### src/rtl/cache_pkg.sv
// Shared state encoding and geometry helpers for the set-associative cache controller.
package cache_pkg;

  typedef enum logic [2:0] {
    IDLE,
    LOOKUP,
    WRITEBACK,
    REFILL,
    WTHRU,
    RESPOND
  } state_t;

  function automatic int idx_w(input int total_size, input int ways);
    return $clog2(total_size / ways);
  endfunction

  function automatic int tag_w(input int ram_depth, input int total_size, input int ways);
    return $clog2(ram_depth) - idx_w(total_size, ways);
  endfunction

endpackage

### src/rtl/cache_lru_ages.sv
// Per-set age tracking for LRU replacement; age 0 is most recent, WAYS-1 is the victim.
module cache_lru_ages
  import cache_pkg::*;
#(
  parameter int WAYS = 4,
  parameter int IW   = 2,
  localparam int WW   = $clog2(WAYS),
  localparam int SETS = 1 << IW
) (
  input  logic          clk,
  input  logic          rst,
  input  logic          touch,
  input  logic [IW-1:0] touch_idx,
  input  logic [WW-1:0] touch_way,
  input  logic [IW-1:0] victim_idx,
  output logic [WW-1:0] lru_way
);

  logic [WW-1:0] ages [SETS][WAYS];
  logic [WW-1:0] old_age;

  assign old_age = ages[touch_idx][touch_way];

  // Ages younger than the touched way slide up by one, so each set stays a permutation.
  always_ff @(posedge clk) begin
    if (rst) begin
      for (int s = 0; s < SETS; s++) begin
        for (int w = 0; w < WAYS; w++) begin
          ages[s][w] <= WW'(w);
        end
      end
    end else if (touch) begin
      for (int w = 0; w < WAYS; w++) begin
        if (WW'(w) == touch_way) begin
          ages[touch_idx][w] <= '0;
        end else if (ages[touch_idx][w] < old_age) begin
          ages[touch_idx][w] <= ages[touch_idx][w] + 1'b1;
        end
      end
    end
  end

  always_comb begin
    lru_way = '0;
    for (int w = 0; w < WAYS; w++) begin
      if (ages[victim_idx][w] == WW'(WAYS - 1)) begin
        lru_way = WW'(w);
      end
    end
  end

endmodule

### src/rtl/cache_ctrl_assoc.sv
// N-way set-associative cache controller with write-back/refill miss path to a req/ack RAM.
module cache_ctrl_assoc
  import cache_pkg::*;
#(
  parameter int WIDTH      = 8,
  parameter int WAYS       = 4,
  parameter int TOTAL_SIZE = 16,
  parameter int RAM_DEPTH  = 256,
  parameter int WRITE_BACK = 1,
  parameter int CNT_W      = 16,
  localparam int AW        = $clog2(RAM_DEPTH)
) (
  input  logic             clk,
  input  logic             rst,
  input  logic             req_valid,
  output logic             req_ready,
  input  logic             req_we,
  input  logic [AW-1:0]    req_addr,
  input  logic [WIDTH-1:0] req_wdata,
  output logic             resp_valid,
  output logic [WIDTH-1:0] resp_rdata,
  output logic             resp_hit,
  output logic             mem_req,
  output logic             mem_we,
  output logic [AW-1:0]    mem_addr,
  output logic [WIDTH-1:0] mem_wdata,
  input  logic             mem_ack,
  input  logic [WIDTH-1:0] mem_rdata,
  output logic [CNT_W-1:0] hit_count,
  output logic [CNT_W-1:0] miss_count
);

  localparam int  IW   = idx_w(TOTAL_SIZE, WAYS);
  localparam int  TW   = tag_w(RAM_DEPTH, TOTAL_SIZE, WAYS);
  localparam int  WW   = $clog2(WAYS);
  localparam int  SETS = TOTAL_SIZE / WAYS;
  localparam bit  WB   = (WRITE_BACK != 0);

  typedef struct packed {
    logic             valid;
    logic             dirty;
    logic [TW-1:0]    tag;
    logic [WIDTH-1:0] data;
  } line_t;

  state_t           state;
  line_t            lines [SETS][WAYS];
  logic             r_we;
  logic [AW-1:0]    r_addr;
  logic [WIDTH-1:0] r_wdata;
  logic [WW-1:0]    victim_r;

  logic [IW-1:0]    cur_idx;
  logic [TW-1:0]    cur_tag;
  logic             hit;
  logic [WW-1:0]    hit_way;
  logic             has_inv;
  logic [WW-1:0]    inv_way;
  logic [WW-1:0]    lru_way;
  logic [WW-1:0]    victim_way;
  line_t            victim_line;
  line_t            hit_line;
  logic             mem_done;
  logic             touch;
  logic [WW-1:0]    touch_way;

  assign cur_idx   = r_addr[IW-1:0];
  assign cur_tag   = r_addr[AW-1:IW];
  assign req_ready = (state == IDLE);
  assign mem_done  = mem_req && mem_ack;

  // Scanning downward lets the lowest matching or invalid way win.
  always_comb begin
    hit     = 1'b0;
    hit_way = '0;
    has_inv = 1'b0;
    inv_way = '0;
    for (int w = WAYS - 1; w >= 0; w--) begin
      if (lines[cur_idx][w].valid && (lines[cur_idx][w].tag == cur_tag)) begin
        hit     = 1'b1;
        hit_way = WW'(w);
      end
      if (!lines[cur_idx][w].valid) begin
        has_inv = 1'b1;
        inv_way = WW'(w);
      end
    end
  end

  assign victim_way  = has_inv ? inv_way : lru_way;
  assign victim_line = lines[cur_idx][victim_way];
  assign hit_line    = lines[cur_idx][hit_way];

  assign touch     = ((state == LOOKUP) && hit) || ((state == REFILL) && mem_done);
  assign touch_way = (state == LOOKUP) ? hit_way : victim_r;

  cache_lru_ages #(
    .WAYS (WAYS),
    .IW   (IW)
  ) u_lru (
    .clk        (clk),
    .rst        (rst),
    .touch      (touch),
    .touch_idx  (cur_idx),
    .touch_way  (touch_way),
    .victim_idx (cur_idx),
    .lru_way    (lru_way)
  );

  always_ff @(posedge clk) begin
    if (rst) begin
      state      <= IDLE;
      r_we       <= 1'b0;
      r_addr     <= '0;
      r_wdata    <= '0;
      victim_r   <= '0;
      resp_valid <= 1'b0;
      resp_rdata <= '0;
      resp_hit   <= 1'b0;
      mem_req    <= 1'b0;
      mem_we     <= 1'b0;
      mem_addr   <= '0;
      mem_wdata  <= '0;
      hit_count  <= '0;
      miss_count <= '0;
      for (int s = 0; s < SETS; s++) begin
        for (int w = 0; w < WAYS; w++) begin
          lines[s][w] <= '0;
        end
      end
    end else begin
      resp_valid <= 1'b0;
      case (state)
        IDLE: begin
          if (req_valid) begin
            r_we    <= req_we;
            r_addr  <= req_addr;
            r_wdata <= req_wdata;
            state   <= LOOKUP;
          end
        end

        LOOKUP: begin
          victim_r <= victim_way;
          resp_hit <= hit;
          if (hit) begin
            if (hit_count != {CNT_W{1'b1}}) hit_count <= hit_count + 1'b1;
            if (r_we) begin
              lines[cur_idx][hit_way].data <= r_wdata;
              if (WB) begin
                lines[cur_idx][hit_way].dirty <= 1'b1;
                resp_rdata <= '0;
                resp_valid <= 1'b1;
                state      <= RESPOND;
              end else begin
                mem_req   <= 1'b1;
                mem_we    <= 1'b1;
                mem_addr  <= r_addr;
                mem_wdata <= r_wdata;
                state     <= WTHRU;
              end
            end else begin
              resp_rdata <= hit_line.data;
              resp_valid <= 1'b1;
              state      <= RESPOND;
            end
          end else begin
            if (miss_count != {CNT_W{1'b1}}) miss_count <= miss_count + 1'b1;
            if (r_we && !WB) begin
              mem_req   <= 1'b1;
              mem_we    <= 1'b1;
              mem_addr  <= r_addr;
              mem_wdata <= r_wdata;
              state     <= WTHRU;
            end else if (WB && victim_line.valid && victim_line.dirty) begin
              mem_req   <= 1'b1;
              mem_we    <= 1'b1;
              mem_addr  <= {victim_line.tag, cur_idx};
              mem_wdata <= victim_line.data;
              state     <= WRITEBACK;
            end else begin
              mem_req   <= 1'b1;
              mem_we    <= 1'b0;
              mem_addr  <= r_addr;
              mem_wdata <= '0;
              state     <= REFILL;
            end
          end
        end

        // mem_req stays high so the refill read follows the victim write directly.
        WRITEBACK: begin
          if (mem_done) begin
            mem_we    <= 1'b0;
            mem_addr  <= r_addr;
            mem_wdata <= '0;
            state     <= REFILL;
          end
        end

        REFILL: begin
          if (mem_done) begin
            mem_req                   <= 1'b0;
            lines[cur_idx][victim_r]  <= '{valid: 1'b1,
                                           dirty: r_we,
                                           tag:   cur_tag,
                                           data:  r_we ? r_wdata : mem_rdata};
            resp_rdata                <= r_we ? '0 : mem_rdata;
            resp_valid                <= 1'b1;
            state                     <= RESPOND;
          end
        end

        WTHRU: begin
          if (mem_done) begin
            mem_req    <= 1'b0;
            mem_we     <= 1'b0;
            resp_rdata <= '0;
            resp_valid <= 1'b1;
            state      <= RESPOND;
          end
        end

        RESPOND: state <= IDLE;

        default: state <= IDLE;
      endcase
    end
  end

endmodule

### config.mk
export PLATFORM = sky130hd
export DESIGN_NAME = cache_ctrl_assoc
export DESIGN_NICKNAME = d
export VERILOG_FILES = /design/src/rtl/cache_pkg.sv /design/src/rtl/cache_lru_ages.sv /design/src/rtl/cache_ctrl_assoc.sv
export SDC_FILE = /design/constraint.sdc
export NUM_CORES = 1
export LEC_CHECK = 0
export CAP_MARGIN = 0
export CORE_AREA = 8 8 235 237
export CTS_CLUSTER_SIZE = 25
export DETAILED_ROUTE_END_ITERATION = 16
export DIE_AREA = 0 0 243 245
export HOLD_SLACK_MARGIN = 0.05
export PLACE_DENSITY = 0.6
export SYNTH_ARGS = -nofsm -noshare
export SYNTH_HDL_FRONTEND = slang
export SYNTH_SLANG_ARGS = --single-unit
export TNS_END_PERCENT = 10
### constraint.sdc
create_clock -name clk -period 5.1 [get_ports clk]
set_input_delay 0.51 -clock clk [delete_from_list [all_inputs] [get_ports clk]]
set_output_delay 0.51 -clock clk [all_outputs]
set_load 0.05 [all_outputs]
==> flow_summary.yaml, run 1 <==
grt:
  grt_max_degree: 59
  antenna_found_initial: 0
  grt_pass1_wl_um: 77800
  grt_overflow_total: 0
  grt_pass1_vias: 12400
  track_usage: 0.170
drt:
  dr.pass1.iters: 5
  routedWlPerCell_um: 22.3
  drtIter0Drc: 1416
  vias: 12500
  drt_wl_total_um: 51400
  drc: 0
  ant_nets: 0
  vias_per_cell: 5.41
synthesis:
  synth_top_area_frac: 0.459
  synth-seq-cells: 372
  yosysTopAreaCell: "edfxtp_1"
  synth_area_leaders: "edfxtp_1 (46%), dfxtp_1 (11%), mux4_2 (9.6%)"
  async_flop_share: 0
  ys_seq_area_frac: 0.572
  ys.warnings.count: 0
  ys_types: 72
  synth_common_cells: "edfxtp_1 (272), nor2_1 (246), nand2_1 (159), and2_1 (102), dfxtp_1 (100)"
  ys.flop_type: "edfxtp_1"
  synth.most_common_cell: "edfxtp_1"
  avgSynthCellArea_um2: 11.9
  syn-cell-area_um2: 17800
  synth_edf_count: 272
  syn-instance-count: 1498
  syn_nets: 1532
sta:
  setup_tns_ns: 0
  min_period_ns: 4.54
  report.final.setup_viol: 0
  fmax_ghz: 0.220
  fin_ws_ns: 0.560
  tightest_slew_ns: 1.16
  maxSlewHeadroom: 0.221
  fin_crit_sh: 0.890
  rsz0062_at_grt: "no"
  fin_skew_ns: 0.0279
  drv_slew: 0
  hold_violations: 0
  holdWs_ns: 0.450
worst_setup_path:
  worstReg2RegEnd: "lines[0][18]"
  slowest_delay_ns: 0.85
  cp.required_ns: 5.32
  r2r_slack_ns: 0.56
  r2r_cells: 9
  path_class: "reg -> reg"
  crit_path_top_delay_cell: "dfxtp_4"
  worst_ep_arrival_time_ns: 4.76
  cp_common_cell: "nand2_1"
  crit_chain: "mux4_2 -> xnor2_1 -> nand4_1 -> nor2_1 -> o41ai_2 -> or3b_1 -> o21ai_1 -> nand2_1 -> nand2_1"
  endpoint_kind: "register"
  start_kind: "register"
  critPathMaxFanout: 40
clocking:
  htreeDepth: 2
  clk_latency_ns: 0.58
  clk_pin_slew_ns: 0.06
  cts_root_buf: "clkbuf_16"
  clockBufferDepth: 3
  cts_hold_buf: 0
  cts_setup_buffers: 0
  cts.sinks: 372
  cts_made_buffers: 42
  cts_tree: "done"
  post_cts_resized: 0
power_and_ir_drop:
  power_density_nw_per_um2: 337
  ir_drop_mv: 0.208
  leakage_nw: 6.90
run:
  drv_cap: 0
die:
  start_util: 0.344
  die_h_um: 245
  row_count: 84
  die_area_um2: 59500
  boundaryPins: 90
  chipWidth_um: 243
  core_um2: 51700
cells_and_area:
  layout-drive-gt1-share: 0.131
  final_cells: 2303
  fin_util: 0.401
  nNetsFinal: 1615
  syn2layout_area_growth_pct: 16.6
  antenna_cells: 0
place:
  dp_hpwl_um: 36300
  dp_cells: 2225
  globalplace.congestion: 0.912
  portBuffers: 89
  place_ws_ns: 0.605
outcome:
  status: "complete, no violations"
worst_hold_path:
  min-delay-start: "mem_addr[0]"
  hold_path_class: "reg -> reg"
  hold_depth: 2
  min_to: "mem_addr[0]"
-- worst max path at each step --
| stage | endpoint | cells past startpoint |
|---|---|---|
| 2_1_floorplan | mem_addr[5] | 18 |
| 3_3_place_gp | lines[1][23] | 9 |
| 3_5_place_dp | lines[3][20] | 9 |
| 4_1_cts | lines[3][17] | 9 |
| 5_1_grt | lines[0][18] | 9 |
| 6_report | lines[0][18] | 9 |
-- layout by cell type, fill, tap and decap left out, types with 45 or more instances in the layout --
cell and count:
mux2i_1 46, clkdlybuf4s50_1 88, nand2_1 159, mux4_2 76, a21oi_1 67, and2_1 102
nor2_1 245, clkbuf_16 45, edfxtp_1 272, dfxtp_1 98
-- layer usage --
metal	vias up	global-route usage	wire length [um]
met5	-	0	0
met4	0	0.0599	1470
met3	92	0.0346	4200
met2	555	0.277	24200
met1	6140	0.223	21400
li1	5681	-	-
-- critical path: cells and delay by family (launching register included) --
family	cells	cell delay, ns
mux	1	0.64
xor+xnor	1	0.19
compound gates	2	0.60
flops	1	0.85
simple gates	5	1.90
-- cells by family after synthesis --
logic type / share of synthesized area
simple gates: 0.161
flops: 0.572
compound gates: 0.0859
mux: 0.128
buf+inv: 0.0236
xor+xnor: 0.0256
fa+ha+maj: 0.00352
-- sequential cells by signal (all words and copies together), names as in the netlist, named ones only --
| register | count |
|---|---|
| miss_count | 16 |
| r_wdata | 8 |
| state | 3 |
| victim_r | 2 |
| resp_valid | 1 |
| r_we | 1 |
| lines | 256 |
| u_lru.ages | 32 |
| resp_hit | 1 |
| r_addr | 8 |
| resp_rdata | 8 |
| hit_count | 16 |
| mem_addr | 8 |
| mem_we | 1 |
| mem_wdata | 8 |
| mem_req | 1 |
-- per-stage QoR --
step	instance area, um^2	power (mW)
2_1_floorplan	17800	3.88
3_3_place_gp	19400	4.12
3_5_place_dp	19400	4.13
4_1_cts	20700	7.02
5_1_grt	20700	7.19
6_report	20700	6.99
-- power breakdown --
group / total, mW / internal, mW / leakage [nW] / switching (mW)
sequential: 3.42 / 3.33 / 3.55 / 0.0933
clock: 2.92 / 1.68 / 0.642 / 1.23
combinational: 0.649 / 0.232 / 2.71 / 0.417
-- final cells by class --
type | count | area, um^2
fill | 4953 | 31000
sequential | 372 | 10200
multi-input combinational | 1027 | 7190
clock buffer | 60 | 1190
timing repair buffer | 122 | 1140
tap | 688 | 861
clock inverter | 18 | 118
inverter | 16 | 60.1
No activity file was read; power rests on OpenSTA's default activity.
==> run 2, diff against run 1 <==
--- a/config.mk
+++ b/config.mk
@@ -8,7 +8,8 @@
 export CAP_MARGIN = 0
 export CORE_AREA = 8 8 235 237
-export CTS_CLUSTER_SIZE = 25
+export CTS_CLUSTER_SIZE = 28
 export DETAILED_ROUTE_END_ITERATION = 16
 export DIE_AREA = 0 0 243 245
+export GPL_TIMING_DRIVEN = 0
 export HOLD_SLACK_MARGIN = 0.05
 export PLACE_DENSITY = 0.6
==> constraint.sdc (replaced) <==
create_clock -name clk -period 5.1 [get_ports clk]
set_input_delay 1.02 -clock clk [delete_from_list [all_inputs] [get_ports clk]]
set_output_delay 1.02 -clock clk [all_outputs]
set_load 0.05 [all_outputs]
==> flow_summary.yaml, run 2 (same netlist as run 1, synthesis figures left out) <==
power_and_ir_drop:
  p_comb_frac: 0.102
  pwr-share-clk: 0.421
  switchingPower_mw: 1.81
  intPower_mw: 5.27
  leakage_nw: 6.94
  p_sw_frac: 0.255
  ir_drop_mv: 0.251
  seqPwrFrac: 0.478
  power_density_nw_per_um2: 338
cells_and_area:
  layout-drive-gt1-share: 0.121
  fill_cells: 4953
  fin_area_um2: 20900
  antenna_cells: 0
  layout_commonest_cell: "edfxtp_1"
  reg_top3: "lines (256), u_lru.ages (32)"
  layout_common_cells: "edfxtp_1 (272), nor2_1 (246), nand2_1 (159)"
  fin_util: 0.404
  regMostFlops: "lines"
  final_cells: 2350
  syn2layout_area_growth_pct: 17.6
  nNetsFinal: 1664
  largest_reg_flops: 256
place:
  dp_hpwl_um: 38600
  place_ws_ns: -0.680
  dp_cells: 2275
  portBuffers: 89
  globalplace.congestion: 0.894
  placed_cell_area_um2: 19500
die:
  die_h_um: 245
  row_count: 84
  start_util: 0.344
  core_um2: 51700
  die_area_um2: 59500
  chipWidth_um: 243
  boundaryPins: 90
drt:
  drt_wl_total_um: 53800
  drtIter0Drc: 1199
  ant_nets: 0
  drc: 0
  vias: 12900
  routedWlPerCell_um: 22.9
  vias_per_cell: 5.47
  dr.pass1.iters: 5
worst_setup_path:
  worst_ep_arrival_time_ns: 5.28
  endpoint_kind: "register"
  start_kind: "register"
  crit_chain: "clkbuf_4 -> clkbuf_4 -> buf_4 -> buf_4 -> mux2i_1 -> nand2_1 -> o21ai_2 -> inv_1 -> ha_1 -> nor3b_1 -> o21ai_2 -> nand2_1 -> mux2i_1 -> a2111o_1 -> or2_1 -> buf_2 -> a311o_1 -> a311oi_2"
  critPathMaxFanout: 10
  path_class: "reg -> reg"
  crit_path_top_delay_cell: "a2111o_1"
  cp.required_ns: 5.58
  slowest_delay_ns: 0.49
grt:
  use_met2: 0.283
  grt_overflow_total: 0
  grt_max_degree: 15
  busiest_layer: "met2"
  grt_pass1_wl_um: 78900
  use_met3: 0.0485
  grtUsageMet1: 0.218
  track_usage: 0.175
  grt_pass1_vias: 12600
  antenna_found_initial: 1
sta:
  hold_violations: 0
  maxSlewHeadroom: 0.238
  min_period_ns: 4.80
  fin_ws_ns: 0.303
  report.final.setup_viol: 0
  fin_skew_ns: 0.0413
  fmax_ghz: 0.208
  drv_slew: 0
  tightest_slew_ns: 1.13
  rsz0062_at_grt: "no"
  fin_crit_sh: 0.941
  setup_tns_ns: 0
clocking:
  cts_tree: "done"
  cts.sinks: 372
  cts_root_buf: "clkbuf_16"
  clk_pin_slew_ns: 0.06
  htreeDepth: 2
  cts_made_buffers: 41
  clk_latency_ns: 0.60
  cts_setup_buffers: 0
  clockBufferDepth: 3
worst_hold_path:
  hold_path_class: "reg -> reg"
outcome:
  status: "complete, no violations"
run:
  drv_cap: 0
[run 2: repair_timing]
action / CTS / global route
endpoints found under the setup margin: 16 / 14
hold endpoints to repair: 0 / 0
gates resized for setup: 8 / 6
hold buffers: 0 / 0
[run 2: power groups by stage]
| stage | combinational [mW] | sequential (mW) | clock, mW |
|---|---|---|---|
| floorplan | 0.427 | 3.45 | 0 |
| global placement | 0.704 | 3.44 | 0 |
| CTS | 0.715 | 3.38 | 3.01 |
| finish | 0.720 | 3.38 | 2.98 |
| detailed placement | 0.711 | 3.45 | 0 |
| global route | 0.766 | 3.39 | 3.12 |
[run 2: per-stage QoR]
step | total power, mW | hold WS, ns
6_report | 7.08 | 0.453
5_1_grt | 7.27 | 0.469
4_1_cts | 7.11 | 0.454
3_5_place_dp | 4.16 | 0.439
3_3_place_gp | 4.14 | 0.429
2_1_floorplan | 3.88 | 0.421
[run 2: final cells by class]
type | instances | area, um^2 | area share
sequential | 372 | 10200 | 0.486
tap | 688 | 861 | 0.0412
clock inverter | 17 | 170 | 0.00814
inverter | 16 | 60.1 | 0.00287
buffer | 83 | 374 | 0.0179
timing repair buffer | 89 | 891 | 0.0426
clock buffer | 58 | 1190 | 0.0569
multi-input combinational | 1027 | 7200 | 0.344
[run 2: final timing paths]
kind / from / end / slack (ns) / depth (start not counted)
min: lines[1][63] / lines[1][63] / 0.45 / 1
min reg2reg: lines[1][63] / lines[1][63] / 0.45 / 1
max: register / mem_addr[5] / 0.30 / 18
max reg2reg: register / mem_addr[5] / 0.30 / 18
[run 2: worst max-delay path, delay by kind of cell (launching register included)]
family / cells / cell delay (ns)
compound gates: 5 / 1.36
fa+ha+maj: 1 / 0.29
buf+inv: 6 / 1.54
flops: 1 / 0.36
mux: 2 / 0.35
simple gates: 4 / 0.76
[run 2: per-layer routing]
| metal | vias up | wire (um) |
|---|---|---|
| met4 | 2 | 2520 |
| met2 | 591 | 24900 |
| met5 | - | 12 |
| met3 | 151 | 4940 |
| li1 | 5780 | - |
| met1 | 6338 | 21400 |
